--- config.mk ---
export PLATFORM = sky130hd
export DESIGN_NAME = haraka_s_sponge_ctrl
export DESIGN_NICKNAME = d
export VERILOG_FILES = /design/src/rtl/haraka_s_pkg.sv /design/src/rtl/haraka_s_pad.sv /design/src/rtl/haraka_s_sponge_ctrl.sv
export SDC_FILE = /design/constraint.sdc
export NUM_CORES = 2
export LEC_CHECK = 0
export BUFFER_PORTS_ARGS = -buffer_cell sky130_fd_sc_hd__buf_2
export CORE_AREA = 5 5 532 534
export CTS_CLUSTER_DIAMETER = 150
export DETAILED_ROUTE_END_ITERATION = 6
export DIE_AREA = 0 0 537 539
export HOLD_SLACK_MARGIN = 0.12
export SKIP_LAST_GASP = 1
export SYNTH_ARGS = -nofsm -noshare
export SYNTH_HDL_FRONTEND = slang
export SYNTH_SLANG_ARGS = --single-unit
export TNS_END_PERCENT = 30
--- constraint.sdc ---
create_clock -name clk -period 7 [get_ports clk]
set_input_delay 0.35 -clock clk [delete_from_list [all_inputs] [get_ports clk]]
set_output_delay 0.35 -clock clk [all_outputs]
set_load 0.005 [all_outputs]
--- src/rtl/haraka_s_pkg.sv ---
// Shared constants, FSM encoding and the last-word byte mask helper for the
// Haraka-S sponge controller.
package haraka_s_pkg;

  localparam int unsigned STATE_W    = 512;
  localparam int unsigned RATE_W     = 256;
  localparam int unsigned RATE_BYTES = 32;
  localparam int unsigned WORD_W     = 64;

  localparam logic [7:0] PAD_FIRST = 8'h1F;
  localparam logic [7:0] PAD_LAST  = 8'h80;

  typedef enum logic [2:0] {
    ST_IDLE,
    ST_ABSORB,
    ST_PAD,
    ST_PERM_ABS,
    ST_PERM_FIN,
    ST_SQUEEZE,
    ST_PERM_SQ
  } fsm_e;

  // MSB-first mask keeping the first n bytes of a word; n above 8 means 8.
  function automatic logic [WORD_W-1:0] byte_mask(input logic [3:0] n);
    logic [3:0] nc;
    nc = (n > 4'd8) ? 4'd8 : n;
    return ~({WORD_W{1'b1}} >> {nc, 3'b000});
  endfunction

endpackage

--- src/rtl/haraka_s_pad.sv ---
// Haraka-S padding of one rate block: byte p ^= 0x1F, byte 31 ^= 0x80.
// Byte j of the rate lives at rate[255-8j -: 8]; p=31 yields 0x9F.
module haraka_s_pad
  import haraka_s_pkg::*;
(
  input  logic [RATE_W-1:0] rate_i,
  input  logic [4:0]        p_i,
  output logic [RATE_W-1:0] rate_o
);

  logic [RATE_W-1:0] first_pat;
  logic [RATE_W-1:0] last_pat;

  // Place the 0x1F marker at byte p and the 0x80 terminator at byte 31.
  always_comb begin
    first_pat = {PAD_FIRST, {(RATE_W-8){1'b0}}} >> {p_i, 3'b000};
    last_pat  = {{(RATE_W-8){1'b0}}, PAD_LAST};
    rate_o    = rate_i ^ first_pat ^ last_pat;
  end

endmodule

--- src/rtl/haraka_s_sponge_ctrl.sv ---
// Haraka-S sponge controller: absorbs 64-bit words into a 512-bit state,
// pads, drives the permutation core and squeezes 256-bit digest blocks.
// Optional feature macro: HARAKA_S_XOF_EN (multi-block squeeze, OUT_BLOCKS).
module haraka_s_sponge_ctrl
  import haraka_s_pkg::*;
#(
  parameter int unsigned OUT_BLOCKS = 1
) (
  input  logic               clk,
  input  logic               rst_n,
  input  logic               msg_valid,
  output logic               msg_ready,
  input  logic [WORD_W-1:0]  msg_data,
  input  logic               msg_last,
  input  logic [3:0]         msg_bytes,
  output logic               perm_start,
  output logic [STATE_W-1:0] perm_in,
  input  logic               perm_done,
  input  logic [STATE_W-1:0] perm_out,
  output logic               dig_valid,
  input  logic               dig_ready,
  output logic [RATE_W-1:0]  dig_data,
  output logic               dig_last,
  output logic               busy
);

  if (OUT_BLOCKS < 1 || OUT_BLOCKS > 255) begin : g_out_blocks_range
    $error("OUT_BLOCKS must be in 1..255");
  end

  fsm_e               fsm_q, fsm_d;
  logic [STATE_W-1:0] state_q, state_d;
  logic [1:0]         w_q, w_d;
  logic [5:0]         p_q, p_d;
  logic               ret_pad_q, ret_pad_d;
  logic               start_q, start_d;
  logic               live_q;

`ifdef HARAKA_S_XOF_EN
  localparam logic [7:0] LAST_BLK = 8'(OUT_BLOCKS - 1);
  logic [7:0] blk_q, blk_d;
`endif

  logic               word_acc;
  logic [1:0]         w_idx;
  logic [5:0]         p_base;
  logic [STATE_W-1:0] absorb_base;
  logic [3:0]         last_bytes;
  logic [WORD_W-1:0]  word_mask;
  logic [STATE_W-1:0] word_vec;
  logic [RATE_W-1:0]  padded_rate;

  // IDLE absorbs its first word onto a zero state at word/byte index 0.
  always_comb begin
    word_acc    = msg_valid && msg_ready;
    w_idx       = (fsm_q == ST_ABSORB) ? w_q : 2'd0;
    p_base      = (fsm_q == ST_ABSORB) ? p_q : 6'd0;
    absorb_base = (fsm_q == ST_ABSORB) ? state_q : '0;
    last_bytes  = (msg_bytes > 4'd8) ? 4'd8 : msg_bytes;
    word_mask   = msg_last ? byte_mask(msg_bytes) : '1;
    word_vec    = {msg_data & word_mask, {(STATE_W-WORD_W){1'b0}}} >> {w_idx, 6'b000000};
  end

  haraka_s_pad u_pad (
    .rate_i (state_q[STATE_W-1 -: RATE_W]),
    .p_i    (p_q[4:0]),
    .rate_o (padded_rate)
  );

  // Handshake-facing outputs decoded from the registered state.
  always_comb begin
    msg_ready  = (fsm_q == ST_ABSORB) || ((fsm_q == ST_IDLE) && live_q);
    perm_start = start_q;
    perm_in    = state_q;
    busy       = (fsm_q != ST_IDLE);
    dig_valid  = (fsm_q == ST_SQUEEZE);
    dig_data   = dig_valid ? state_q[STATE_W-1 -: RATE_W] : '0;
`ifdef HARAKA_S_XOF_EN
    dig_last   = dig_valid && (blk_q == LAST_BLK);
`else
    dig_last   = dig_valid;
`endif
  end

  // Next-state logic: absorb, pad, permutation handshakes and squeeze.
  always_comb begin
    fsm_d     = fsm_q;
    state_d   = state_q;
    w_d       = w_q;
    p_d       = p_q;
    ret_pad_d = ret_pad_q;
    start_d   = 1'b0;
`ifdef HARAKA_S_XOF_EN
    blk_d     = blk_q;
`endif
    case (fsm_q)
      ST_IDLE, ST_ABSORB: begin
        if (fsm_q == ST_IDLE) begin
          state_d   = '0;
          w_d       = '0;
          p_d       = '0;
          ret_pad_d = 1'b0;
`ifdef HARAKA_S_XOF_EN
          blk_d     = '0;
`endif
        end
        if (word_acc) begin
          state_d = absorb_base ^ word_vec;
          if (msg_last) begin
            p_d   = p_base + {2'b00, last_bytes};
            w_d   = '0;
            fsm_d = ST_PAD;
          end else begin
            p_d = p_base + 6'd8;
            if (w_idx == 2'd3) begin
              w_d     = '0;
              fsm_d   = ST_PERM_ABS;
              start_d = 1'b1;
            end else begin
              w_d   = w_idx + 2'd1;
              fsm_d = ST_ABSORB;
            end
          end
        end
      end
      ST_PAD: begin
        // A completely full block is permuted first, then padding goes
        // into a fresh block on the return to PAD.
        if (p_q == 6'd32) begin
          ret_pad_d = 1'b1;
          fsm_d     = ST_PERM_ABS;
          start_d   = 1'b1;
        end else begin
          state_d[STATE_W-1 -: RATE_W] = padded_rate;
          fsm_d   = ST_PERM_FIN;
          start_d = 1'b1;
        end
      end
      ST_PERM_ABS: begin
        if (perm_done) begin
          state_d   = perm_out;
          p_d       = '0;
          ret_pad_d = 1'b0;
          fsm_d     = ret_pad_q ? ST_PAD : ST_ABSORB;
        end
      end
      ST_PERM_FIN: begin
        if (perm_done) begin
          state_d = perm_out;
          fsm_d   = ST_SQUEEZE;
        end
      end
      ST_SQUEEZE: begin
        if (dig_ready) begin
          if (dig_last) begin
            state_d = '0;
            fsm_d   = ST_IDLE;
          end
`ifdef HARAKA_S_XOF_EN
          else begin
            blk_d   = blk_q + 8'd1;
            fsm_d   = ST_PERM_SQ;
            start_d = 1'b1;
          end
`endif
        end
      end
`ifdef HARAKA_S_XOF_EN
      ST_PERM_SQ: begin
        if (perm_done) begin
          state_d = perm_out;
          fsm_d   = ST_SQUEEZE;
        end
      end
`endif
      default: begin
        fsm_d   = ST_IDLE;
        state_d = '0;
      end
    endcase
  end

  // State register with synchronous active-low reset.
  always_ff @(posedge clk) begin
    if (!rst_n) begin
      fsm_q     <= ST_IDLE;
      state_q   <= '0;
      w_q       <= '0;
      p_q       <= '0;
      ret_pad_q <= 1'b0;
      start_q   <= 1'b0;
      live_q    <= 1'b0;
`ifdef HARAKA_S_XOF_EN
      blk_q     <= '0;
`endif
    end else begin
      fsm_q     <= fsm_d;
      state_q   <= state_d;
      w_q       <= w_d;
      p_q       <= p_d;
      ret_pad_q <= ret_pad_d;
      start_q   <= start_d;
      live_q    <= 1'b1;
`ifdef HARAKA_S_XOF_EN
      blk_q     <= blk_d;
`endif
    end
  end

endmodule
Yosys cells after proc, flatten, opt, wreduce, memory -nomap -nowiden
Index checks and enable logic that the tools add are counted.
{ "classes": {"add_sub_neg": 3, "order_cmp": 1, "n_eq_ne": 16, "shifts": 3, "n_mux": 40, "bitwise": 6, "reduce_logical": 16} }
{ "op_table": {"columns": ["op", "n"], "rows": [
  ["2-to-1 mux 512 bit", 5],
  ["case mux 256 bit (4 select lines)", 2],
  ["2-to-1 mux 256 bit", 2],
  [">> shifter 512 x 8 -> 512 bit", 1],
  ["XOR 512 bit", 1],
  [">> shifter 253 x 8 -> 256 bit (first input constant)", 1],
  ["XOR 256 bit", 1],
  ["AND 64 bit", 1],
  ["2-to-1 mux 64 bit", 1],
  ["inverter 64 bit", 1],
  [">> shifter 64 x 7 -> 64 bit (first input constant)", 1],
  ["2-to-1 mux 6 bit", 5],
  ["2-to-1 mux 2 bit", 8],
  ["AND reduction 4 bit", 4],
  ["2-to-1 mux 3 bit", 5],
  ["case mux 3 bit (5 select lines)", 1],
  ["inequality test 2 bit (second input constant)", 7],
  ["case mux 6 bit (2 select lines)", 1],
  ["2-to-1 mux 1 bit", 7],
  ["adder 6 x 4 -> 6 bit", 1],
  ["adder 6 x 4 -> 6 bit (second input constant)", 1],
  ["== test 3 x 2 -> 1 bit (second input constant)", 2],
  ["== test 3 bit (second input constant)", 2],
  ["== test 6 bit (second input constant)", 1],
  ["18 further kinds", 23]
]} }
{ "totals": {"ff_bits": 526, "inputBits": 586, "out_inout_bits": 773} }

Longest topological paths before layout
{ "depth": {"depth_word": 10, "ltp_mapped": 14, "ltp_nobuf": 9} }

Hierarchy
From an unflattened synthesis, not the netlist that was laid out.
{ "hier_totals": {"cells_unflattened": 4316, "hier_area_um2": 32859.0} }
{ "modules_own_cells": {"columns": ["module", "n_inst", "cells_per_inst", "area_each_um2", "seq_area_each_um2"], "rows": [
  ["haraka_s_sponge_ctrl", 1, 4002, 30468.0, 10530.1],
  ["haraka_s_pad", 1, 314, 2391.0, 0.0]
]} }

Worst setup path after synthesis
OpenSTA, ideal clock, no wires.
{ "synth_timing": {"path_kind": "register -> register", "start": "register fsm_q[1]", "end": "register p_q[5]", "setup_time_ns": 0.079, "t_arrival_ns": 2.516, "t_required_ns": 6.921, "setup_slack_ns": 4.406, "stages_incl_launch_ff": 15, "n_path_buf": 5, "cell_sequence": "dfxtp_1 buf_2 buf_6 nor3b_4 buf_2 buf_2 buf_2 and2_1 ha_1 inv_1 o41ai_2 nor3_1 o32ai_2 nand3_1 o211ai_1"} }
{ "synth_between": {"elab_chain_cells": 6, "elab_cells_between_ends": 17, "classes_between": "2 x add/sub; 4 x eq/ne; 4 x mux; 7 x reduce/logical"} }
{ "synth_lines": {"columns": ["element", "line_no", "text"], "rows": [
  ["from (decl)", "haraka_s_sponge_ctrl.sv:31", "fsm_e fsm_q, fsm_d;"],
  ["from (signal assigned)", "haraka_s_sponge_ctrl.sv:197", "fsm_q <= fsm_d;"],
  ["== test 3 x 1 -> 1 bit or logical NOT 3 bit (tied branches)", null, null],
  ["2-to-1 mux 6 bit or logical AND 1 bit (tied branches)", "haraka_s_sponge_ctrl.sv:57, haraka_s_sponge_ctrl.sv:72", null],
  ["adder 6 x 4 -> 6 bit (tied with other cells)", "haraka_s_sponge_ctrl.sv:114", "p_d = p_base + 6'd8;"],
  ["2-to-1 mux 6 bit or logical AND 1 bit (tied branches)", "haraka_s_sponge_ctrl.sv:109, haraka_s_sponge_ctrl.sv:55", null],
  ["2-to-1 mux 6 bit or inequality test 3 bit (tied branches)", null, null],
  ["case mux 6 bit (2 select lines) or AND reduction 3 bit (tied branches)", null, null],
  ["to (signal assigned)", "haraka_s_sponge_ctrl.sv:200", "p_q <= p_d;"],
  ["to (decl)", "haraka_s_sponge_ctrl.sv:34", "logic [5:0] p_q, p_d;"]
]} }
Several ways; a longest one is shown, not always the timed one.
A chain may end at the register's enable or synchronous reset.

Worst setup path after layout
{ "layout_timing": {"start": "register fsm_q[1]", "end": "register state_q[413], in the netlist perm_in[413]"} }
{ "layout_between": {"elab_chain_cells": 6, "elab_cells_between_ends": 22, "classes_between": "9 x eq/ne; 1 x shift; 4 x mux; 1 x bitwise; 7 x reduce/logical"} }
{ "layout_lines": {"columns": ["element", "line_no", "text"], "rows": [
  ["== test 3 x 1 -> 1 bit or logical NOT 3 bit (tied branches)", null, null],
  ["2-to-1 mux 2 bit or logical AND 1 bit (tied branches)", "haraka_s_sponge_ctrl.sv:56, haraka_s_sponge_ctrl.sv:72", null],
  [">> shifter 512 x 8 -> 512 bit or logical OR 1 bit (tied branches)", "haraka_s_sponge_ctrl.sv:61, haraka_s_sponge_ctrl.sv:72", null],
  ["XOR 512 bit or logical AND 1 bit (tied branches)", "haraka_s_sponge_ctrl.sv:108, haraka_s_sponge_ctrl.sv:55", null],
  ["2-to-1 mux 512 bit or inequality test 3 bit (tied branches)", null, null],
  ["case mux 256 bit (4 select lines) or AND reduction 4 bit (tied branches)", null, null],
  ["to (signal assigned)", "haraka_s_sponge_ctrl.sv:198", "state_q <= state_d;"],
  ["to (decl)", "haraka_s_sponge_ctrl.sv:32", "logic [STATE_W-1:0] state_q, state_d;"]
]} }
Several ways; a longest one is shown, not always the timed one.

==> flow_summary.ini <==
[global_routing]
grt_pass1_wl_mm = 390.8
antenna_found_initial = 324
use_met2 = 0.2971
grt_pass1_vias = 35844
gr-total-overflow = 0
grtUsageMet3 = 0.1145
gr-max-usage-layer = met2
grt_max_degree = 168
grt.total_usage = 0.2045
grtUsageMet1 = 0.2550

[yosys]
yosysTopAreaCell = dfxtp_1
synth_compound_area_frac = 0.2676
syn-num-nets = 4448
netlist_instances = 3856
yosysWarnings = 0
synth_area_per_cell_um2 = 7.810
synthAdderAreaFrac = 0.002742
ys_types = 74
synth.area.mux_share = 0.05260
async_reset_ff_frac = 0
synth_top_area_share = 0.3497
ys_ff_latch = 526
ys_top_cells_by_area = dfxtp_1 35%, a22oi_1 7.8%, nand2_1 6.0%
synth_xor_area_frac = 0.05846
ys.flop_type = dfxtp_1
syn_area_um2 = 30120
yosysSeqAreaShare = 0.3497
synth_edf_count = 0
synth_top_family_by_area = compound AO/OA/AOI/OAI gates
yosys.area_share.simple = 0.2121

[cts]
cts.sink_count = 526
clock_path_buffers = 3
htreeDepth = 3
clk_pin_slew_ps = 60
insertion_delay_ps = 710
cts_resized = 0
cts_tree = done
cts_setup_buffers = 0
numCtsBuffers = 78
root_buffer = clkbuf_16

[setup_path]
rr_startpoint = fsm_q[1]$_SDFFE_PN0P_
cp-end-kind = flop
worst_r2r_path_depth = 9
crit_required_ps = 7650
cp_max_fo = 79
max_stage_delay_ps = 760
worstSetupPathType = flop to flop
path_cells = buf_4 -> nor2_1 -> a21oi_2 -> o211ai_2 -> a21oi_4 -> nand2_4 -> buf_4 -> o21ai_0 -> dlygate4sd3_1
worst_path_max_delay_cell = a21oi_4
cp_top_family = compound AO/OA/AOI/OAI gates
crit_arrival_ps = 5500
crit_path_frequent_cell = buf_4
crit-reg2reg-capture = perm_in[413]$_SDFFE_PN0P_
ff2ff_setup_slack_ps = 2150
start_kind = flop
path_buf_inv = 3

[power]
p_int_mw = 6.493
ir_drop_mv = 0.1721
p_sw_mw = 3.835
pwr-share-clk = 0.423
comb_power_share = 0.247
swShare = 0.3713
seq_power_share = 0.330
p_leak_nw = 20.46
power-per-cell-area_nw_per_um2 = 208.1

[floorplan]
initial_core_util = 0.1084
io_pins = 1359
die_w_um = 537
fp.coreArea_um2 = 277900
rows = 194
die_h_um = 539
die_area_um2 = 289400

[sta]
fin_crit_sh = 0.6929
setup_viol = 0
fmax_mhz = 206.2
setup_tns_ps = 0
fin_ws_ps = 2150
tightestPinTransition_ps = 1209
skew_ps = 61.05
final_hold_viol_count = 0
slew_violations = 0
rsz0062_at_grt = no
layout_min_cycle_time_ps = 4850
slew_headroom = 0.1921

[finish]
area_delta_synth_final_pct = 64.77
seq_area_um2 = 10540
final_layout_size_suffix_gt1_frac = 0.2893
multi_input_area_um2 = 18050
layout_common_cells = 1358 x buf_2, 580 x dlygate4sd3_1, 524 x dfxtp_1
fin_area_um2 = 49620
layout_commonest_cell = buf_2
fill_cells = 31352
nNetsFinal = 6177

[drt]
final_antenna_net_count = 0
wirelength_mm = 313.9
drtPass1Iterations = 7
drt_iter0_drc = 4671
vias = 39991
drt-vias-per-instance = 4.203
drc = 8
wl_per_cell_um = 32.99

[placement]
place.port_buffers = 1358
dp_hpwl_mm = 258.4
dpl-instance-area_um2 = 40710
gp_congestion = 0.9308
dp_slack_ps = 2687

[min_path]
hold_depth = 5
hold_path_startpoint = msg_data[63]
hold_class = input pin to flop
hold_end = perm_in[447]$_SDFFE_PN0P_

[run_status]
failed_checks = DRC
outcome = complete, but fails checks

[flow_run]
max_cap_violations = 0
-- state kept, by name, summed over array words and instances (netlist names) --
| name | cells |
|---|---|
| perm_in | 512 |
| p_q | 6 |
| fsm_q | 3 |
| w_q | 2 |
| live_q | 1 |
| perm_start | 1 |
| ret_pad_q | 1 |
-- per-stage QoR --
stage / hold slack [ps] / utilization / instances / total power [mW]
after floorplan: 377.7 / - / 3856 / 4.451
after global placement: 472.2 / 0.1465 / 8649 / 5.633
after detailed placement: 478.5 / 0.1465 / 8649 / 5.652
after CTS: 134.6 / 0.1772 / 9372 / 10.49
after global routing: 192.4 / 0.1778 / 9436 / 10.72
final: 233.7 / 0.1785 / 9515 / 10.33
-- how the worst max path moves through the flow --
stage,end,cells past startpoint,startpoint,slack [ps]
final,perm_in[413]$_SDFFE_PN0P_,9,fsm_q[1]$_SDFFE_PN0P_,2150
after global routing,perm_in[413]$_SDFFE_PN0P_,9,fsm_q[1]$_SDFFE_PN0P_,1860
after CTS,perm_in[414]$_SDFFE_PN0P_,9,fsm_q[1]$_SDFFE_PN0P_,2150
after detailed placement,perm_in[414]$_SDFFE_PN0P_,8,fsm_q[1]$_SDFFE_PN0P_,2690
after global placement,perm_in[449]$_SDFFE_PN0P_,8,fsm_q[1]$_SDFFE_PN0P_,2740
after floorplan,p_q[5]$_SDFFE_PN0P_,14,fsm_q[1]$_SDFFE_PN0P_,4410
-- cell usage after synthesis (all sizes together), types with 19 or more instances --
library cell,number
a21oi,237
a2bb2oi,19
a31oi,36
mux2i,138
a221oi,30
a211oi,49
xor2,103
nor2,385
buf,177
xnor2,98
clkbuf,188
nand3,116
nand2,484
o211ai,30
a222oi,83
nor3,31
and2,272
o21a,22
o21ai,298
dfxtp,526
a22oi,315
-- power by group through the flow --
stage / sequential [mW] / combinational [mW] / clock (mW)
after detailed placement: 3.48 / 2.17 / 0
after global placement: 3.48 / 2.16 / 0
after floorplan: 3.31 / 1.14 / 0
final: 3.41 / 2.55 / 4.37
after global routing: 3.43 / 2.71 / 4.58
after CTS: 3.42 / 2.56 / 4.50
-- what timing repair did --
action / 4_1_cts / 5_1_grt
endpoints found under the setup margin: 0 / 0
endpoints found under the hold margin: 518 / 0
hold buffers: 580 / 0
-- logic make-up (layout without fill, tap and decap cells) --
| kind of cell | Yosys count | in the layout |
|---|---|---|
| AND/OR/NAND/NOR | 1378 | 1378 |
| adder cells (fa/ha/maj) | 6 | 6 |
| XOR/XNOR | 201 | 201 |
| multiplexers | 156 | 156 |
| AO/OA/AOI/OAI | 1205 | 1205 |
| other | 0 | 143 |
| flip-flops | 526 | 526 |
| buffers and inverters | 384 | 2176 |
-- worst register-to-register path, cell delays in order (launching register included) --
cell,delay (ps)
dfxtp_1,670
buf_4,330
nor2_1,100
a21oi_2,360
o211ai_2,430
a21oi_4,760
nand2_4,580
buf_4,620
o21ai_0,370
dlygate4sd3_1,590
-- metal layers --
metal  wire length (µm)  up-vias
li1                   -    17542
met1             127700    18938
met2             126900     2685
met3              45940      652
met4              12280      174
met5               1086        -
-- final cells by class --
type | instances | share of cell area
clock inverters | 39 | 0.01092
flip-flops and latches | 526 | 0.2123
clock buffers | 104 | 0.04435
repair buffers | 2014 | 0.2660
well taps | 3724 | 0.09390
diodes | 143 | 0.007212
inverters | 19 | 0.001589
multi-input cells | 2946 | 0.3637
No activity file was read; power rests on OpenSTA's default activity.
